File: config.mk
export PLATFORM = sky130hd
export DESIGN_NAME = div_unit
export DESIGN_NICKNAME = d
export VERILOG_FILES = /design/src/rtl/div_unit_pkg.sv /design/src/rtl/div_unit.sv
export SDC_FILE = /design/constraint.sdc
export NUM_CORES = 1
export LEC_CHECK = 0
export CORE_MARGIN = 2
export CORE_UTILIZATION = 30
export CTS_BUF_LIST = sky130_fd_sc_hd__clkbuf_8
export CTS_CLUSTER_DIAMETER = 30
export CTS_CLUSTER_SIZE = 12
export DETAILED_ROUTE_END_ITERATION = 10
export DONT_BUFFER_PORTS = 1
export GPL_ROUTABILITY_DRIVEN = 1
export HOLD_SLACK_MARGIN = 0.15
export MAX_ROUTING_LAYER = met4
export PLACE_DENSITY = 0.43
export RECOVER_POWER = 50
export SLEW_MARGIN = 20
export SYNTH_ARGS = -nofsm -noshare
export SYNTH_HDL_FRONTEND = slang
export SYNTH_SLANG_ARGS = --single-unit
export TNS_END_PERCENT = 1
File: constraint.sdc
create_clock -name clk -period 3.4 [get_ports clk]
set_input_delay 0.68 -clock clk [delete_from_list [all_inputs] [get_ports clk]]
set_output_delay 0.68 -clock clk [all_outputs]
set_load 0.005 [all_outputs]
File: src/rtl/div_unit_pkg.sv
// Shared definitions for the RV32M iterative divide/remainder unit.
// Operation and state encodings plus datapath sizing constants.
package div_unit_pkg;

  localparam int INSTRUCTION_SIZE = 32;
  localparam int REG_COUNT        = 32;
  localparam int DIV_LATENCY      = INSTRUCTION_SIZE + 2;

  typedef enum logic [1:0] {
    DIV_OP_DIV  = 2'b00,
    DIV_OP_DIVU = 2'b01,
    DIV_OP_REM  = 2'b10,
    DIV_OP_REMU = 2'b11
  } div_op_e;

  typedef enum logic [1:0] {
    ST_IDLE = 2'b00,
    ST_CALC = 2'b01,
    ST_FIX  = 2'b10,
    ST_DONE = 2'b11
  } div_state_e;

  function automatic logic op_is_signed(input div_op_e op);
    return (op == DIV_OP_DIV) || (op == DIV_OP_REM);
  endfunction

  function automatic logic op_is_rem(input div_op_e op);
    return (op == DIV_OP_REM) || (op == DIV_OP_REMU);
  endfunction

endpackage

File: src/rtl/div_unit.sv
// Restoring divider for DIV/DIVU/REM/REMU, one quotient bit per cycle.
// Optional macro DIV_FASTPATH_EN lets trivial cases skip the iteration phase.
module div_unit
  import div_unit_pkg::*;
#(
  parameter int XLEN      = INSTRUCTION_SIZE,
  parameter int REG_IDX_W = $clog2(REG_COUNT)
) (
  input  logic                 clk,
  input  logic                 rst,
  input  logic                 start,
  input  logic [1:0]           op,
  input  logic [REG_IDX_W-1:0] rd_in,
  input  logic [XLEN-1:0]      rs1_data,
  input  logic [XLEN-1:0]      rs2_data,
  output logic                 busy,
  output logic                 done,
  output logic [XLEN-1:0]      result,
  output logic [REG_IDX_W-1:0] rd_out
);

  localparam int CNT_W = $clog2(XLEN);
  localparam logic [CNT_W-1:0] CNT_LAST = CNT_W'(XLEN - 1);

  div_state_e           state_q, state_d;
  div_op_e              op_q;
  logic [REG_IDX_W-1:0] rd_q;
  logic [XLEN-1:0]      dvs_q;
  logic [XLEN-1:0]      rem_q;
  logic [XLEN-1:0]      quo_q;
  logic [CNT_W-1:0]     cnt_q;
  logic                 neg_quo_q;
  logic                 neg_rem_q;
  logic                 div_zero_q;
  logic [XLEN-1:0]      result_q;
  logic [REG_IDX_W-1:0] rd_out_q;

  div_op_e         op_in;
  logic            in_signed;
  logic            a_neg;
  logic            b_neg;
  logic [XLEN-1:0] a_abs;
  logic [XLEN-1:0] b_abs;
  logic            b_zero;
  logic            accept;
  logic            fast;
  logic [XLEN-1:0] fast_quo;
  logic [XLEN-1:0] fast_rem;

  assign op_in     = div_op_e'(op);
  assign in_signed = op_is_signed(op_in);
  assign a_neg     = in_signed & rs1_data[XLEN-1];
  assign b_neg     = in_signed & rs2_data[XLEN-1];
  assign a_abs     = a_neg ? (-rs1_data) : rs1_data;
  assign b_abs     = b_neg ? (-rs2_data) : rs2_data;
  assign b_zero    = (rs2_data == '0);
  assign accept    = start && ((state_q == ST_IDLE) || (state_q == ST_DONE));

`ifdef DIV_FASTPATH_EN
  // Preload the magnitudes FIX expects so sign correction stays shared.
  logic overflow;
  assign overflow = in_signed && (rs1_data == {1'b1, {(XLEN-1){1'b0}}}) && (rs2_data == '1);
  assign fast     = b_zero || overflow || (a_abs < b_abs);
  always_comb begin
    fast_quo = '0;
    fast_rem = a_abs;
    if (b_zero) begin
      fast_quo = '1;
    end else if (overflow) begin
      fast_quo = a_abs;
      fast_rem = '0;
    end
  end
`else
  assign fast     = 1'b0;
  assign fast_quo = '0;
  assign fast_rem = '0;
`endif

  logic [XLEN:0]   shifted;
  logic [XLEN:0]   diff;
  logic            fits;
  logic [XLEN-1:0] rem_nxt;
  logic [XLEN-1:0] quo_nxt;

  assign shifted = {rem_q, quo_q[XLEN-1]};
  assign diff    = shifted - {1'b0, dvs_q};
  assign fits    = ~diff[XLEN];
  assign rem_nxt = fits ? diff[XLEN-1:0] : shifted[XLEN-1:0];
  assign quo_nxt = {quo_q[XLEN-2:0], fits};

  logic [XLEN-1:0] quo_signed;
  logic [XLEN-1:0] rem_signed;
  logic [XLEN-1:0] quotient;
  logic [XLEN-1:0] fix_result;

  // Divide-by-zero quotient is all ones regardless of operand signs.
  assign quo_signed = neg_quo_q ? (-quo_q) : quo_q;
  assign rem_signed = neg_rem_q ? (-rem_q) : rem_q;
  assign quotient   = div_zero_q ? '1 : quo_signed;
  assign fix_result = op_is_rem(op_q) ? rem_signed : quotient;

  always_comb begin
    state_d = state_q;
    case (state_q)
      ST_IDLE: if (accept) state_d = fast ? ST_FIX : ST_CALC;
      ST_CALC: if (cnt_q == CNT_LAST) state_d = ST_FIX;
      ST_FIX:  state_d = ST_DONE;
      ST_DONE: begin
        if (accept) state_d = fast ? ST_FIX : ST_CALC;
        else        state_d = ST_IDLE;
      end
      default: state_d = ST_IDLE;
    endcase
  end

  always_ff @(posedge clk) begin
    if (rst) begin
      state_q    <= ST_IDLE;
      op_q       <= DIV_OP_DIV;
      rd_q       <= '0;
      dvs_q      <= '0;
      rem_q      <= '0;
      quo_q      <= '0;
      cnt_q      <= '0;
      neg_quo_q  <= 1'b0;
      neg_rem_q  <= 1'b0;
      div_zero_q <= 1'b0;
      result_q   <= '0;
      rd_out_q   <= '0;
    end else begin
      state_q <= state_d;
      if (accept) begin
        op_q       <= op_in;
        rd_q       <= rd_in;
        dvs_q      <= b_abs;
        quo_q      <= fast ? fast_quo : a_abs;
        rem_q      <= fast ? fast_rem : '0;
        cnt_q      <= '0;
        neg_quo_q  <= a_neg ^ b_neg;
        neg_rem_q  <= a_neg;
        div_zero_q <= b_zero;
      end else if (state_q == ST_CALC) begin
        rem_q <= rem_nxt;
        quo_q <= quo_nxt;
        cnt_q <= cnt_q + 1'b1;
      end
      if (state_q == ST_FIX) begin
        result_q <= fix_result;
        rd_out_q <= rd_q;
      end
    end
  end

  assign busy   = (state_q == ST_CALC) || (state_q == ST_FIX);
  assign done   = (state_q == ST_DONE);
  assign result = result_q;
  assign rd_out = rd_out_q;

endmodule

==> results.yml, run 1 <==
timing:
  finalCritPeriodShare_pct: 93.6
  tns_ns: 0
  slew_headroom_pct: 19.8
  rsz0062_at_grt: "yes"
  hold_violations: 0
  slew_violations: 0
  min_period_ns: 3.18
  finalSetupViolCount: 0
  worst_pin_slew_ns: 1.20
  setup_ws_ns: 0.217
  clock.fmax_mhz: 314
  finClkSkew_ns: 0.0176
clocking:
  clkSlewWorstSetupHoldPaths_ns: 0.10
  clk_path_buf_depth: 2
  ctsHoldBuffers: 0
  clock_latency_ns: 0.49
  clock-root-buffer: "clkbuf_8"
  cts_made_buffers: 17
  cts_tree: "built"
  postCtsSetupBuffers: 0
  cts_resized: 0
  clock-sinks: 149
  cts_max_level: 4
place:
  place_hpwl_um: 25400
  place_ws_ns: 0.103
  place_congestion: 0.871
  portBuffers: 0
  dp_cells: 1722
synth:
  async_flop_share_pct: 0
  synth_top_area_cell: "dfxtp_1"
  ys.flop_type: "dfxtp_1"
  yosysUniqueCellTypes: 65
  syn_nets: 1407
  ys_seq_area_share_pct: 29.1
  synth.cell_area_sq_um: 10300
  synth_cells: 1290
  synth_top_area_share_pct: 29.1
  syn_area_per_cell_sq_um: 7.96
  synth-seq-cells: 149
  synth_edf_count: 0
  ys_warn_count: 0
  synth.area.top_cells: "dfxtp_1, xor2_1, mux2i_1"
floorplanning:
  die_area_sq_um: 35700
  num_rows: 67
  initial_utilization_pct: 30.5
  core_sq_um: 33600
  pin_count: 113
  die_w_um: 189
  die_h_um: 189
finish:
  layout_commonest_cell: "dfxtp_1"
  final_cell_mix: "dfxtp_1, nor2_1, a21oi_1"
  stdcell_count: 1755
  area_growth_pct: 11.4
  nets: 1410
  drive_gt1_share_pct: 8.81
run:
  drv_cap: 0
drt:
  wirelength_um: 33000
  drc: 0
  vias: 9163
  wl_per_cell_um: 18.8
  drt_iter0_markers: 612
  antenna_left: 0
  viasPerCell: 5.22
  dr.pass1.iters: 5
grt:
  grt_antenna_before_repair: 0
  grt_use_total_pct: 19.3
  grt_start_max_net_pins: 101
  grt_first_pass_wirelength_um: 52100
  grt_pass1_vias: 8958
  grt.overflow.total: 0
power_and_ir_drop:
  p_comb_share_pct: 61.4
  power_frac_clock_pct: 13.3
  p_per_area_nw_per_um2: 926
  power.total_w: 0.0106
  swShare_pct: 46.8
  p_sw_w: 0.00495
  leakagePower_nw: 4.42
  p_seq_share_pct: 25.3
  irDropWorstVdd_mv: 0.820
  p_int_w: 0.00563
critical_path:
  crit_path_end_kind: "register"
  cp.arrival_ns: 3.56
  worstPathCellList: "buf_4, nor3_1, nand3_1, or3_1, or4_4, or3_1, o21ai_0, xor2_1, a221oi_1, a21o_1"
  crit_family: "simple AND/OR/NAND/NOR gates"
  critPathMostFrequentCell: "or3_1"
  cp_slowest_cell: "or4_4"
  critPathMaxFanout: 6
  cp_data_required_time_ns: 3.77
  slowest_delay_ns: 0.47
  crit_path_start_kind: "register"
  crit_buf_inv: 1
  path_class: "reg2reg"
run_status:
  status: "finished, final reports clean"
hold_path:
  hp-class: "in2reg"
## synth_stat cells (all sizes together), types with 4 or more instances
| library cell | count |
|---|---|
| a211oi | 61 |
| a21o | 18 |
| a21oi | 110 |
| a221oi | 31 |
| a311oi | 9 |
| a31o | 5 |
| a31oi | 6 |
| and2 | 5 |
| and3 | 10 |
| buf | 12 |
| clkbuf | 65 |
| dfxtp | 149 |
| ha | 42 |
| inv | 55 |
| mux2i | 60 |
| nand2 | 86 |
| nand2b | 11 |
| nand3 | 23 |
| nand4 | 5 |
| nor2 | 133 |
| nor2b | 9 |
| nor3 | 18 |
| nor3b | 5 |
| nor4 | 14 |
| o211ai | 4 |
| o21a | 4 |
| o21ai | 88 |
| o31ai | 31 |
| o41ai | 13 |
| or2 | 4 |
| or3 | 24 |
| or4 | 11 |
| xnor2 | 48 |
| xor2 | 93 |
## layout make-up
| cell class | count | area [sq um] |
|---|---|---|
| Fill cell | 3577 | 22200 |
| Multi-Input combinational cell | 1008 | 6810 |
| Tap cell | 448 | 561 |
| Inverter | 56 | 210 |
| Clock inverter | 14 | 139 |
| Timing Repair Buffer | 61 | 479 |
| Clock buffer | 18 | 248 |
| Sequential cell | 149 | 2980 |
| Antenna cell | 1 | 2.50 |
## state kept, by name, indices dropped and copies added (netlist names)
signal      count
dvs_q          32
state_q         2
rd_out          5
rd_q            5
quo_q          32
div_zero_q      1
op_q            1
result         32
rem_q          32
neg_rem_q       1
cnt_q           5
neg_quo_q       1
## kinds of logic (layout without fill, tap and decap cells)
group,count (synthesis),in the layout,synth area share [%]
multiplexers,63,63,6.18
adder cells (fa/ha/maj),43,43,5.32
AO/OA/AOI/OAI,401,401,25.6
XOR/XNOR,141,141,12.0
other,0,1,0
buffers and inverters,133,149,5.02
flip-flops,149,149,29.1
AND/OR/NAND/NOR,360,360,16.7
## stage by stage
| step | util, % | hold WS [ns] | instance area [sq um] |
|---|---|---|---|
| 6_report | 34.0 | 0.262 | 11400 |
| 5_1_grt | 34.0 | 0.230 | 11400 |
| 4_1_cts | 34.0 | 0.226 | 11400 |
| 3_5_place_dp | 32.9 | 0.448 | 11100 |
| 3_3_place_gp | 32.9 | 0.438 | 11100 |
| 2_1_floorplan | - | 0.432 | 10300 |
## layer usage
layer	share of wire, %	global-route usage [%]
met5	0	-
met1	51	26.5
met4	1.7	5.53
met2	43	28.7
met3	4.3	3.87
## final timing paths
kind	startpoint	endpoint	slack, ns	cells after the start
max	rem_q[4]	result[30]	0.22	10
min	rst	rd_q[4]	0.26	1
max reg2reg	rem_q[4]	result[30]	0.22	10
min reg2reg	rd_q[1]	rd_q[1]	0.46	2
## power by group through the flow
stage | clock [W] | combinational, W | sequential, W
detailed placement | 0 | 0.00649 | 0.00272
global placement | 0 | 0.00649 | 0.00271
CTS | 0.00147 | 0.00652 | 0.00268
global route | 0.00152 | 0.00727 | 0.00274
floorplan | 0 | 0.00474 | 0.00258
finish | 0.00141 | 0.00650 | 0.00268
No activity file was read; power rests on OpenSTA's default activity.
==> run 2: changes to the inputs <==
==> constraint.sdc (replaced) <==
create_clock -name clk -period 3.4 [get_ports clk]
set_input_delay 0.34 -clock clk [delete_from_list [all_inputs] [get_ports clk]]
set_output_delay 0.34 -clock clk [all_outputs]
set_load 0.005 [all_outputs]
==> run 2 against run 1 <==
Effect of this change: sequential cell count unchanged; global-route usage up 0.90 points; routed wire length rose by 4.9%; sequential share of layout area fell by 1.6 points; combinational power increased by 3.5%; maximum frequency fell by 0.80%; clock skew shrank 0.00050 ns; register-to-register slack got worse by 0.03 ns; critical path type unchanged.
==> results.yml, run 2 (synthesized netlist as in run 1, its figures left out) <==
power_and_ir_drop:
  p_per_area_nw_per_um2: 892
  irDropWorstVdd_mv: 0.425
  leakagePower_nw: 4.74
drt:
  drt_iter0_markers: 554
  dr.pass1.iters: 5
  vias: 9612
  antenna_left: 0
  viasPerCell: 5.26
  wl_per_cell_um: 18.9
  drc: 0
  wirelength_um: 34600
hold_path:
  hp-class: "in2reg"
  min_from: "rs2_data[7]"
  min_to: "dvs_q[8]"
  min_path_cells: 3
critical_path:
  cp.arrival_ns: 3.62
  r2r-start: "quo_q[8]"
  slowest_delay_ns: 0.59
  crit_path_end_kind: "register"
  r2r-end: "result[28]"
  cp_slowest_cell: "or4_4"
  critPathMaxFanout: 7
  path_class: "reg2reg"
  crit_path_start_kind: "register"
  r2r_slack_ns: 0.19
  worstPathCellList: "or4_4, nor4_2, nor3b_1, nand3_1, or3_1, o31ai_1, xor2_1, a221oi_1, a21o_1"
  crit_family: "simple AND/OR/NAND/NOR gates"
  r2r_cells: 9
  crit_buf_inv: 0
  cp_data_required_time_ns: 3.81
timing:
  finalSetupViolCount: 0
  clock.fmax_mhz: 312
  worst_pin_slew_ns: 0.941
  hold_violations: 0
  finClkSkew_ns: 0.0171
  holdWs_ns: 0.193
  finalCritPeriodShare_pct: 94.4
  min_period_ns: 3.21
  slew_violations: 0
  rsz0062_at_grt: "yes"
  slew_headroom_pct: 37.3
floorplanning:
  initial_utilization_pct: 30.5
  num_rows: 67
  core_sq_um: 33600
  die_area_sq_um: 35700
  die_w_um: 189
  die_h_um: 189
  pin_count: 113
grt:
  grt_first_pass_wirelength_um: 54900
  grt_antenna_before_repair: 0
  grt_pass1_vias: 9487
  grt_start_max_net_pins: 98
  grt.overflow.total: 0
  grt_use_total_pct: 20.2
clocking:
  cts_max_level: 4
  clkSlewWorstSetupHoldPaths_ns: 0.09
  clock_latency_ns: 0.48
  clock-root-buffer: "clkbuf_8"
  cts_tree: "built"
  cts_made_buffers: 17
  clk_path_buf_depth: 2
  clock-sinks: 149
finish:
  drive_gt1_share_pct: 8.70
  area_growth_pct: 18.8
  n_antenna_cell: 0
  layout_commonest_cell: "dfxtp_1"
  fin_util_pct: 36.3
  final_cell_mix: "dfxtp_1, nor2_1, a21oi_1"
  nets: 1484
run:
  drv_cap: 0
place:
  portBuffers: 0
  place_hpwl_um: 25600
  place_congestion: 0.802
run_status:
  status: "finished, final reports clean"
run 2: power breakdown:
group / internal, W / switching (W) / leakage, nW / total [W]
registers: 0.00219 / 0.000483 / 1.22 / 0.00267
logic: 0.00287 / 0.00386 / 3.31 / 0.00673
clock network: 0.000739 / 0.000739 / 0.207 / 0.00148
total: 0.00580 / 0.00508 / 4.74 / 0.0109
run 2: worst max-delay path by stage:
stage | startpoint | end | depth (start not counted)
final | quo_q[8] | result[28] | 9
after global routing | quo_q[31] | rem_q[30] | 13
after CTS | quo_q[31] | rem_q[1] | 14
after detailed placement | quo_q[31] | rem_q[1] | 14
after global placement | quo_q[31] | rem_q[1] | 14
after floorplan | quo_q[31] | rem_q[10] | 13
run 2: metal layers:
layer | global-route usage [%] | vias up | share of wire (%)
met4 | 4.75 | 0 | 1.3
met1 | 28.4 | 4511 | 50
li1 | - | 4861 | -
met2 | 30.1 | 212 | 44
met5 | - | - | 0
met3 | 3.48 | 28 | 4.5
run 2: tightest hold or removal path, delay by kind of cell:
| kind | cells | cell delay [ns] |
|---|---|---|
| AOI/OAI and AO/OA | 2 | 0.14 |
| xor gates and xnor gates | 1 | 0.14 |
run 2: stage by stage:
step	cells	total power (W)	cell area, sq um	setup slack (ns)	setup TNS [ns]
detailed placement	1722	0.00918	11000	0.0456	0
floorplan	1290	0.00732	10300	0.252	0
global route	1828	0.0118	12200	-0.0529	-0.149
CTS	1824	0.0108	12200	0.0131	0
global placement	1722	0.00918	11000	0.0518	0
finish	1828	0.0109	12200	0.192	0
run 2: cell type report:
| type | count | area, sq um |
|---|---|---|
| clock buffer | 18 | 248 |
| clock inverter | 14 | 161 |
| fill | 3508 | 21400 |
| inverter | 56 | 210 |
| multi-input combinational | 1009 | 6840 |
| sequential | 149 | 2980 |
| tap | 448 | 561 |
| timing repair buffer | 134 | 1190 |
run 2: timing repair:
item                                   4_1_cts  5_1_grt
endpoints found under the hold margin       98        0
buffers inserted                             0        3
setup endpoints to repair                    0       31
gates resized for setup                      0        5
hold buffers                                70        0
